**src/rtl/legv8_alu_pkg.sv**
```systemverilog
// Shared constants and types for the LEGv8 sliced add/subtract sequencer.
// Holds the datapath widths, FSM state enum and slice index type.
package legv8_alu_pkg;

  localparam int DATA_W     = 64;
  localparam int SLICE_W    = 16;
  localparam int NUM_SLICES = DATA_W / SLICE_W;
  localparam int IDX_W      = (NUM_SLICES > 1) ? $clog2(NUM_SLICES) : 1;

  typedef enum logic [1:0] {
    IDLE = 2'd0,
    RUN  = 2'd1,
    DONE = 2'd2
  } state_t;

  typedef logic [IDX_W-1:0] slice_idx_t;

  localparam slice_idx_t LAST_IDX = slice_idx_t'(NUM_SLICES - 1);

endpackage

```
**src/rtl/legv8_slice_add_seq.sv**
```systemverilog
// Multi-cycle 64-bit add/sub that time-multiplexes one external adder slice.
// Ports: clk, rst_n; start/sub/a/b request, ready/busy/done status,
//   result and NZCV flags; add_a/add_b/add_c_in to the slice and
//   add_sum/add_c_out back from it.
// Build option: LEGV8_ADDSEQ_FLAGS_EN enables the registered NZCV flags;
//   when undefined, the flag ports are tied to 0.
module legv8_slice_add_seq
  import legv8_alu_pkg::*;
(
  input  logic              clk,
  input  logic              rst_n,
  input  logic              start,
  input  logic              sub,
  input  logic [DATA_W-1:0] a,
  input  logic [DATA_W-1:0] b,
  output logic              ready,
  output logic              busy,
  output logic              done,
  output logic [DATA_W-1:0] result,
  output logic              flag_n,
  output logic              flag_z,
  output logic              flag_c,
  output logic              flag_v,
  output logic [SLICE_W-1:0] add_a,
  output logic [SLICE_W-1:0] add_b,
  output logic              add_c_in,
  input  logic [SLICE_W-1:0] add_sum,
  input  logic              add_c_out
);

  state_t      r_state;
  state_t      w_nxt;
  slice_idx_t  r_idx;
  logic        r_carry;
  logic        r_sub;
  logic [DATA_W-1:0] r_a;
  logic [DATA_W-1:0] r_b;
  logic [DATA_W-1:0] r_res;
  logic [DATA_W-1:0] w_res_nxt;
  logic        w_run;
  logic        w_last;
  logic        w_accept;

  assign w_run    = (r_state == RUN);
  assign w_last   = w_run && (r_idx == LAST_IDX);
  assign w_accept = start && ready;

  always_ff @(posedge clk or negedge rst_n) begin
    if (!rst_n) r_state <= IDLE;
    else        r_state <= w_nxt;
  end

  always_comb begin
    w_nxt = r_state;
    unique case (r_state)
      IDLE:    if (start) w_nxt = RUN;
      RUN:     if (w_last) w_nxt = DONE;
      DONE:    w_nxt = start ? RUN : IDLE;
      default: w_nxt = IDLE;
    endcase
  end

  always_comb begin
    ready = (r_state == IDLE) || (r_state == DONE);
    busy  = w_run;
    done  = (r_state == DONE);
  end

  always_comb begin
    add_a    = '0;
    add_b    = '0;
    add_c_in = 1'b0;
    if (w_run) begin
      add_a    = r_a[int'(r_idx)*SLICE_W +: SLICE_W];
      add_b    = r_b[int'(r_idx)*SLICE_W +: SLICE_W];
      add_c_in = (r_idx == '0) ? r_sub : r_carry;
    end
  end

  // Result with the current slice merged in; feeds both the
  // register and the zero flag on the final slice.
  always_comb begin
    w_res_nxt = r_res;
    w_res_nxt[int'(r_idx)*SLICE_W +: SLICE_W] = add_sum;
  end

  always_ff @(posedge clk or negedge rst_n) begin
    if (!rst_n) begin
      r_a     <= '0;
      r_b     <= '0;
      r_sub   <= 1'b0;
      r_idx   <= '0;
      r_carry <= 1'b0;
      r_res   <= '0;
    end else if (w_accept) begin
      r_a   <= a;
      r_b   <= sub ? ~b : b;
      r_sub <= sub;
      r_idx <= '0;
      r_res <= '0;
    end else if (w_run) begin
      r_res   <= w_res_nxt;
      r_carry <= add_c_out;
      r_idx   <= w_last ? '0 : r_idx + 1'b1;
    end
  end

  assign result = r_res;

`ifdef LEGV8_ADDSEQ_FLAGS_EN
  logic r_n, r_z, r_c, r_v;

  always_ff @(posedge clk or negedge rst_n) begin
    if (!rst_n) begin
      r_n <= 1'b0;
      r_z <= 1'b0;
      r_c <= 1'b0;
      r_v <= 1'b0;
    end else if (w_last) begin
      r_n <= add_sum[SLICE_W-1];
      r_z <= (w_res_nxt == '0);
      r_c <= add_c_out;
      r_v <= (r_a[DATA_W-1] == r_b[DATA_W-1]) &&
             (add_sum[SLICE_W-1] != r_a[DATA_W-1]);
    end
  end

  assign flag_n = r_n;
  assign flag_z = r_z;
  assign flag_c = r_c;
  assign flag_v = r_v;
`else
  assign flag_n = 1'b0;
  assign flag_z = 1'b0;
  assign flag_c = 1'b0;
  assign flag_v = 1'b0;
`endif

endmodule

```
**config.mk**
```make
export PLATFORM = sky130hd
export DESIGN_NAME = legv8_slice_add_seq
export DESIGN_NICKNAME = d
export VERILOG_FILES = /design/src/rtl/legv8_alu_pkg.sv /design/src/rtl/legv8_slice_add_seq.sv
export SDC_FILE = /design/constraint.sdc
export NUM_CORES = 1
export LEC_CHECK = 0
export CORE_MARGIN = 2
export CORE_UTILIZATION = 45
export DETAILED_ROUTE_END_ITERATION = 8
export GPL_ROUTABILITY_DRIVEN = 1
export MAX_ROUTING_LAYER = met4
export PLACE_DENSITY_LB_ADDON = 0.15
export RECOVER_POWER = 25
export REMOVE_ABC_BUFFERS = 1
export SYNTH_ARGS = -nofsm -noshare
export SYNTH_HDL_FRONTEND = slang
export SYNTH_SLANG_ARGS = --single-unit
```
**constraint.sdc**
```tcl
create_clock -name clk -period 7.03 [get_ports clk]
set_input_delay 1.7575 -clock clk [delete_from_list [all_inputs] [get_ports clk]]
set_output_delay 1.7575 -clock clk [all_outputs]
set_load 0.02 [all_outputs]
```
==> results of run 1 <==
==> layer usage <==
layer | GRT usage (%) | up-vias
met5 | - | -
met4 | 6.02 | 0
li1 | - | 3572
met1 | 30.1 | 3347
met3 | 4.38 | 21
met2 | 34.9 | 199
==> state kept, by name (all words and copies together), names as in the netlist <==
register	count
result	64
r_state	2
r_carry	1
r_sub	1
r_a	64
r_b	64
r_idx	2
==> critical path, stage by stage, from the launching register on <==
cell and delay (ns):
dfrtp_4 0.90, buf_4 0.72, mux2i_1 0.18, o22ai_1 0.21, clkdlybuf4s50_1 0.63
==> cell usage after synthesis (3+ instances only) <==
master	n	area [µm²]
a22o_2	16	160
buf_1	3	11.3
buf_2	45	225
buf_4	4	30.0
clkbuf_1	24	90.1
dfrtp_1	198	4950
ha_1	5	62.6
inv_1	5	18.8
mux2i_1	65	651
nand2_1	314	1180
nand2b_1	3	18.8
nand3_1	48	240
nand3b_1	4	30.0
o21ai_0	97	485
o22ai_1	32	200
o31ai_1	16	120
xnor2_1	64	561
==> power groups by stage <==
| stage | Clock [mW] | Sequential [mW] | Combinational, mW |
|---|---|---|---|
| final | 0.969 | 1.86 | 2.15 |
| after global routing | 1.04 | 1.92 | 2.37 |
| after detailed placement | 0 | 1.88 | 2.17 |
| after CTS | 0.993 | 1.87 | 2.18 |
| after floorplan | 0 | 1.93 | 1.26 |
| after global placement | 0 | 1.87 | 2.13 |
==> area by class of cell <==
class	instances	area (µm²)
diodes	4	10.0
clock buffers	19	443
clock inverters	13	141
fillers	1767	7820
inverters	5	18.8
well taps	270	338
repair buffers	256	2540
multi-input cells	678	3830
flip-flops and latches	198	4960
==> metrics by stage <==
stage          utilization, %  hold slack, ns
2_1_floorplan               -           0.445
5_1_grt                  61.1           0.491
6_report                 61.1           0.477
3_3_place_gp             58.2           0.457
3_5_place_dp             58.2           0.462
4_1_cts                  61.1           0.480
==> logic make-up after synthesis <==
logic type                 synth area share [%]
and+or+nand+nor                            16.8
DFF                                        54.1
AOI/OAI and AO/OA                          10.8
buffers and inverters                      4.34
muxes                                      7.10
xor gates and xnor gates                   6.12
adders and majority gates                 0.683
other                                    0.0409
==> path summary, 6_finish.rpt <==
path | endpoint | depth (start not counted)
max | add_a[4] | 4
min | r_carry$_DFFE_PN0P_ | 2
max reg2reg | result[28]$_DFFE_PN0P_ | 4
min reg2reg | r_carry$_DFFE_PN0P_ | 2
max in group asynchronous | r_b[53]$_DFFE_PN0P_ | 2
min in group asynchronous | result[59]$_DFFE_PN0P_ | 1
==> placed cells by master (no fill, tap or decap), types with 2 or more instances in the layout <==
cell type,netlist,final
nand2_1,314,314
clkdlybuf4s50_1,0,245
dfrtp_1,198,197
o21ai_0,97,97
mux2i_1,65,65
xnor2_1,64,64
nand3_1,48,48
o22ai_1,32,32
clkbuf_16,0,17
o31ai_1,16,16
a22o_2,16,16
buf_4,4,7
inv_1,5,5
ha_1,5,5
diode_2,0,4
nand3b_1,4,4
conb_1,1,4
inv_6,0,3
clkinv_4,0,3
nand2b_1,3,2
nor3b_2,2,2
a21oi_1,2,2
inv_8,0,2
clkinvlp_4,0,2
clkbuf_1,24,2
==> out/metrics.yaml, run 1 <==
violations: "max-capacitance violations, max-slew violations"
place_area_um2: 11700
ys.flop_type: "dfrtp_1"
die_h_um: 147
power.net_switching_mw: 1.96
final_antenna_net_count: 0
dieArea_um2: 21500
finalHoldViolations: 0
dr.pass1.iters: 4
cts-root-buf: "clkbuf_16"
htreeDepth: 4
timing.critical_path.arrival_ns: 3.14
post_cts_buffers: 0
critPathKind: "flip-flop to output pin"
gr-usage-all-layers_pct: 22.3
wl_per_cell_um: 15.8
finalWorstPathRequiredPeriod_ns: 4.89
top_layer_used: "met4"
static-leakage-power_nw: 5.44
end_kind: "output pin"
min_from: "r_carry$_DFFE_PN0P_"
critPathLaunch: "r_idx[0]$_DFFE_PN0P_"
ys_types: 27
syn_area_per_cell_um2: 9.58
switching_share_pct: 39.4
final_cells: 1443
grt_max_degree: 191
wl_met3_um: 1270
drv_slew: 143
cts_buffers: 17
numClockSinks: 198
cts-hold-fix-buffers: 0
p_total_mw: 4.99
clock_latency_ns: 0.43
clock_path_buffers: 2
rsz0062_at_grt: "false"
relSlewSlack_pct: -85.7
grt_pass1_vias: 7050
syn_area_um2: 9160
wl_um: 22800
drv_cap: 2
ys_seq_area_share_pct: 54.1
drt-met1-wl_um: 10300
tritoncts: "built"
start_kind: "flip-flop"
setup-violations-final: 0
dp_hpwl_um: 14800
fin_nets: 1310
first_iter_violations: 423
clk_pin_slew_ns: 0.07
ys_seq_elements: 198
rrSetupSlack_ns: 3.65
antenna_found_initial: 4
num_vias: 7139
status: "complete, but fails checks"
clock_skew_ns: 0.00636
p_int_mw: 3.02
r2r_start: "r_idx[0]$_DFFE_PN0P_"
setup_slack_ns: 2.14
yosys_warnings: 0
post-place-ws_ns: 2.60
area_delta_synth_final_pct: 34.1
dp.cells: 1407
die_w_um: 147
avgViaCountPerCell: 4.95
syn_inst: 956
postSynth.asyncResetShare_pct: 100
place.gp.congestion: 0.758
post-route-drc-count: 0
grt_overflow_total: 0
grt_pass1_wl_um: 37100
start_util_pct: 45.6
drive_gt1_share_pct: 5.56
crit_required_ns: 5.27
pwr-share-clk_pct: 19.4
tightest_slew_ns: 2.79
fmax_mhz: 204
min_path_type: "flip-flop to flip-flop"
num_rows: 52
combPwrFrac_pct: 43.2
final.setup.tns_ns: 0
cts_resized: 0
period_share_pct: 69.6
finalInstanceArea_um2: 12300
synth-edff-count: 0
port_buffers: 248
pwr-share-seq_pct: 37.4
worst-path-max-fanout: 48
met2_length_um: 11000
ios: 253
coreArea_um2: 20100
vdd_drop_max_mv: 0.254
power.density_nw_per_um2: 406
Power figures use the tool's default switching activity.
==> inputs of run 2 (changes only) <==
CORE_UTILIZATION = 44   (was 45)
clock period = 4.28 ns   (was 7.03 ns; I/O delays follow)
==> run 2 against run 1 <==
The run still ends with max-capacitance violations, max-slew violations left; final cell count up 0.28%; clock skew up 0.0010 ns; design area up 0.45%; first-iteration DRC count down 11%; global-route usage down 0.28 points; clock-buffer cell count down 2; non-clock buffer count up 6; register-to-register slack worse by 2.2 ns.
==> out/metrics.yaml, run 2 (synthesized netlist as in run 1, its figures left out) <==
cts-hold-fix-buffers: 0  # unchanged
crit_required_ns: 3.21  # -2.06 ns
end_kind: "output pin"
clock_path_buffers: 2  # unchanged
cts_resized: 0  # unchanged
first_iter_violations: 377  # -11%
worst-path-max-fanout: 32  # -33%
avgViaCountPerCell: 5.00  # +1.1%
port_buffers: 248  # unchanged
period_share_pct: 87.9
gr-usage-all-layers_pct: 22.1  # -0.28 points
num_rows: 52  # unchanged
fin_nets: 1316  # +0.46%
p_total_mw: 8.24  # +65%
drv_cap: 1  # -1
numClockSinks: 198  # unchanged
r2r_start: "r_idx[0]$_DFFE_PN0P_"
final_antenna_net_count: 0  # unchanged
drv_slew: 78  # -45%
n_fill_cell: 1778  # +0.62%
final.setup.tns_ns: 0  # unchanged
finalHoldViolations: 0  # unchanged
finalInstanceArea_um2: 12300  # +0.45%
post-route-drc-count: 0  # unchanged
tightest_slew_ns: 1.91  # -0.880 ns
clk_pin_slew_ns: 0.07  # about the same
dieArea_um2: 22000  # +2.2%
antenna_found_initial: 2  # -2
hold_depth: 2  # unchanged
holdPathEnd: "r_a[37]$_DFFE_PN0P_"
grt_pass1_wl_um: 37200  # +0.20%
timing.critical_path.arrival_ns: 2.69  # -0.45 ns
multi_input_area_um2: 3830  # unchanged
r2r_end: "result[0]$_DFFE_PN0P_"
wl_um: 23300  # +2.0%
violations: "max-capacitance violations, max-slew violations"
layout_commonest_cell: "nand2_1"
htreeDepth: 4  # unchanged
start_kind: "flip-flop"
dr.pass1.iters: 5  # +1
setup-violations-final: 0  # unchanged
die_w_um: 148  # +1.1%
cts_buffers: 17  # unchanged
wl_per_cell_um: 16.1  # +1.7%
final_cell_mix: "nand2_1 (314), clkdlybuf4s50_1 (246), dfrtp_1 (197), o21ai_0 (97), mux2i_1 (65)"
clock_latency_ns: 0.43  # about the same
power.density_nw_per_um2: 668  # +64%
cts-root-buf: "clkbuf_16"
post-place-ws_ns: 0.949  # -1.65 ns
rrSetupSlack_ns: 1.48  # -2.17 ns
grt_max_degree: 89  # -53%
place.gp.congestion: 0.832  # +9.7%
place_area_um2: 11800  # +0.71%
min_from: "r_a[37]$_DFFE_PN0P_"
fmax_mhz: 266
vdd_drop_max_mv: 0.356  # +40%
rsz0062_at_grt: "false"
clock_skew_ns: 0.00740  # +0.00104 ns
tritoncts: "built"
area_delta_synth_final_pct: 34.7
setup_slack_ns: 0.517  # -1.62 ns
min_path_type: "flip-flop to flip-flop"
finalWorstPathRequiredPeriod_ns: 3.76
critPathKind: "flip-flop to output pin"
start_util_pct: 45.1  # -0.44 points
ff_latch_area_um2: 4960  # unchanged
drive_gt1_share_pct: 6.21  # +0.65 points
num_vias: 7234  # +1.3%
critPathLaunch: "r_state[0]$_DFFE_PN0P_"
die_h_um: 148  # +1.1%
ios: 253  # unchanged
dp_hpwl_um: 15200  # +2.7%
status: "complete, but fails checks"
post_cts_buffers: 0  # unchanged
relSlewSlack_pct: -27.0  # +59 points
grt_overflow_total: 0  # unchanged
r2r_cells: 4  # unchanged
coreArea_um2: 20300  # +0.97%
static-leakage-power_nw: 5.48  # +0.88%
grt_pass1_vias: 6997  # -0.75%
## run 2: cell types whose count changed in the layout (fill, tap and decap cells not counted), sizes merged
cell	previous run	this run
clkbuf	21	19
inv	10	11
clkinvlp	2	0
clkinv	5	8
dlygate4sd3	1	0
clkdlybuf4s50	245	246
diode	4	2
buf	8	14
## run 2: worst max-delay path by stage
stage,endpoint,cells after the start
4_1_cts,add_b[15],6
3_3_place_gp,add_b[15],4
3_5_place_dp,add_b[15],6
6_report,add_b[15],6
2_1_floorplan,r_b[0]$_DFFE_PN0P_,2
5_1_grt,r_b[51]$_DFFE_PN0P_,2
## run 2: cell type report
| cell class | count | share of cell area, % |
|---|---|---|
| Sequential cell | 198 | 40.2 |
| Multi-Input combinational cell | 678 | 31.0 |
| Timing Repair Buffer | 262 | 21.2 |
| Clock buffer | 17 | 3.45 |
| Tap cell | 270 | 2.74 |
| Clock inverter | 15 | 1.18 |
| Inverter | 5 | 0.152 |
| Antenna cell | 2 | 0.0406 |
## run 2: power breakdown
group / total [mW] / internal, mW / switching [mW] / leakage, nW
Sequential: 3.05 / 2.58 / 0.466 / 2.55
Combinational: 3.63 / 1.59 / 2.04 / 2.65
Clock: 1.56 / 0.821 / 0.743 / 0.287
## run 2: per-stage QoR
stage	hold slack [ns]	util (%)	cells
floorplan	0.445	-	881
global placement	0.457	58.1	1413
detailed placement	0.461	58.1	1413
CTS	0.479	60.9	1445
global route	0.494	60.8	1447
finish	0.476	60.8	1447
## run 2: worst max-delay path, stage by stage, from the launching register on
cell,delay (ns)
dfrtp_1,0.50
nand2b_1,0.26
inv_1,0.23
nand2_1,0.07
buf_4,0.27
o22ai_1,0.28
clkdlybuf4s50_1,0.64
## run 2: routing by layer
layer	vias to the layer above	share of wire [%]	track usage (%)
met5	-	0	-
met4	0	2.0	5.95
li1	3590	-	-
met2	220	47	34.4
met3	27	5.8	4.72
met1	3397	45	29.5
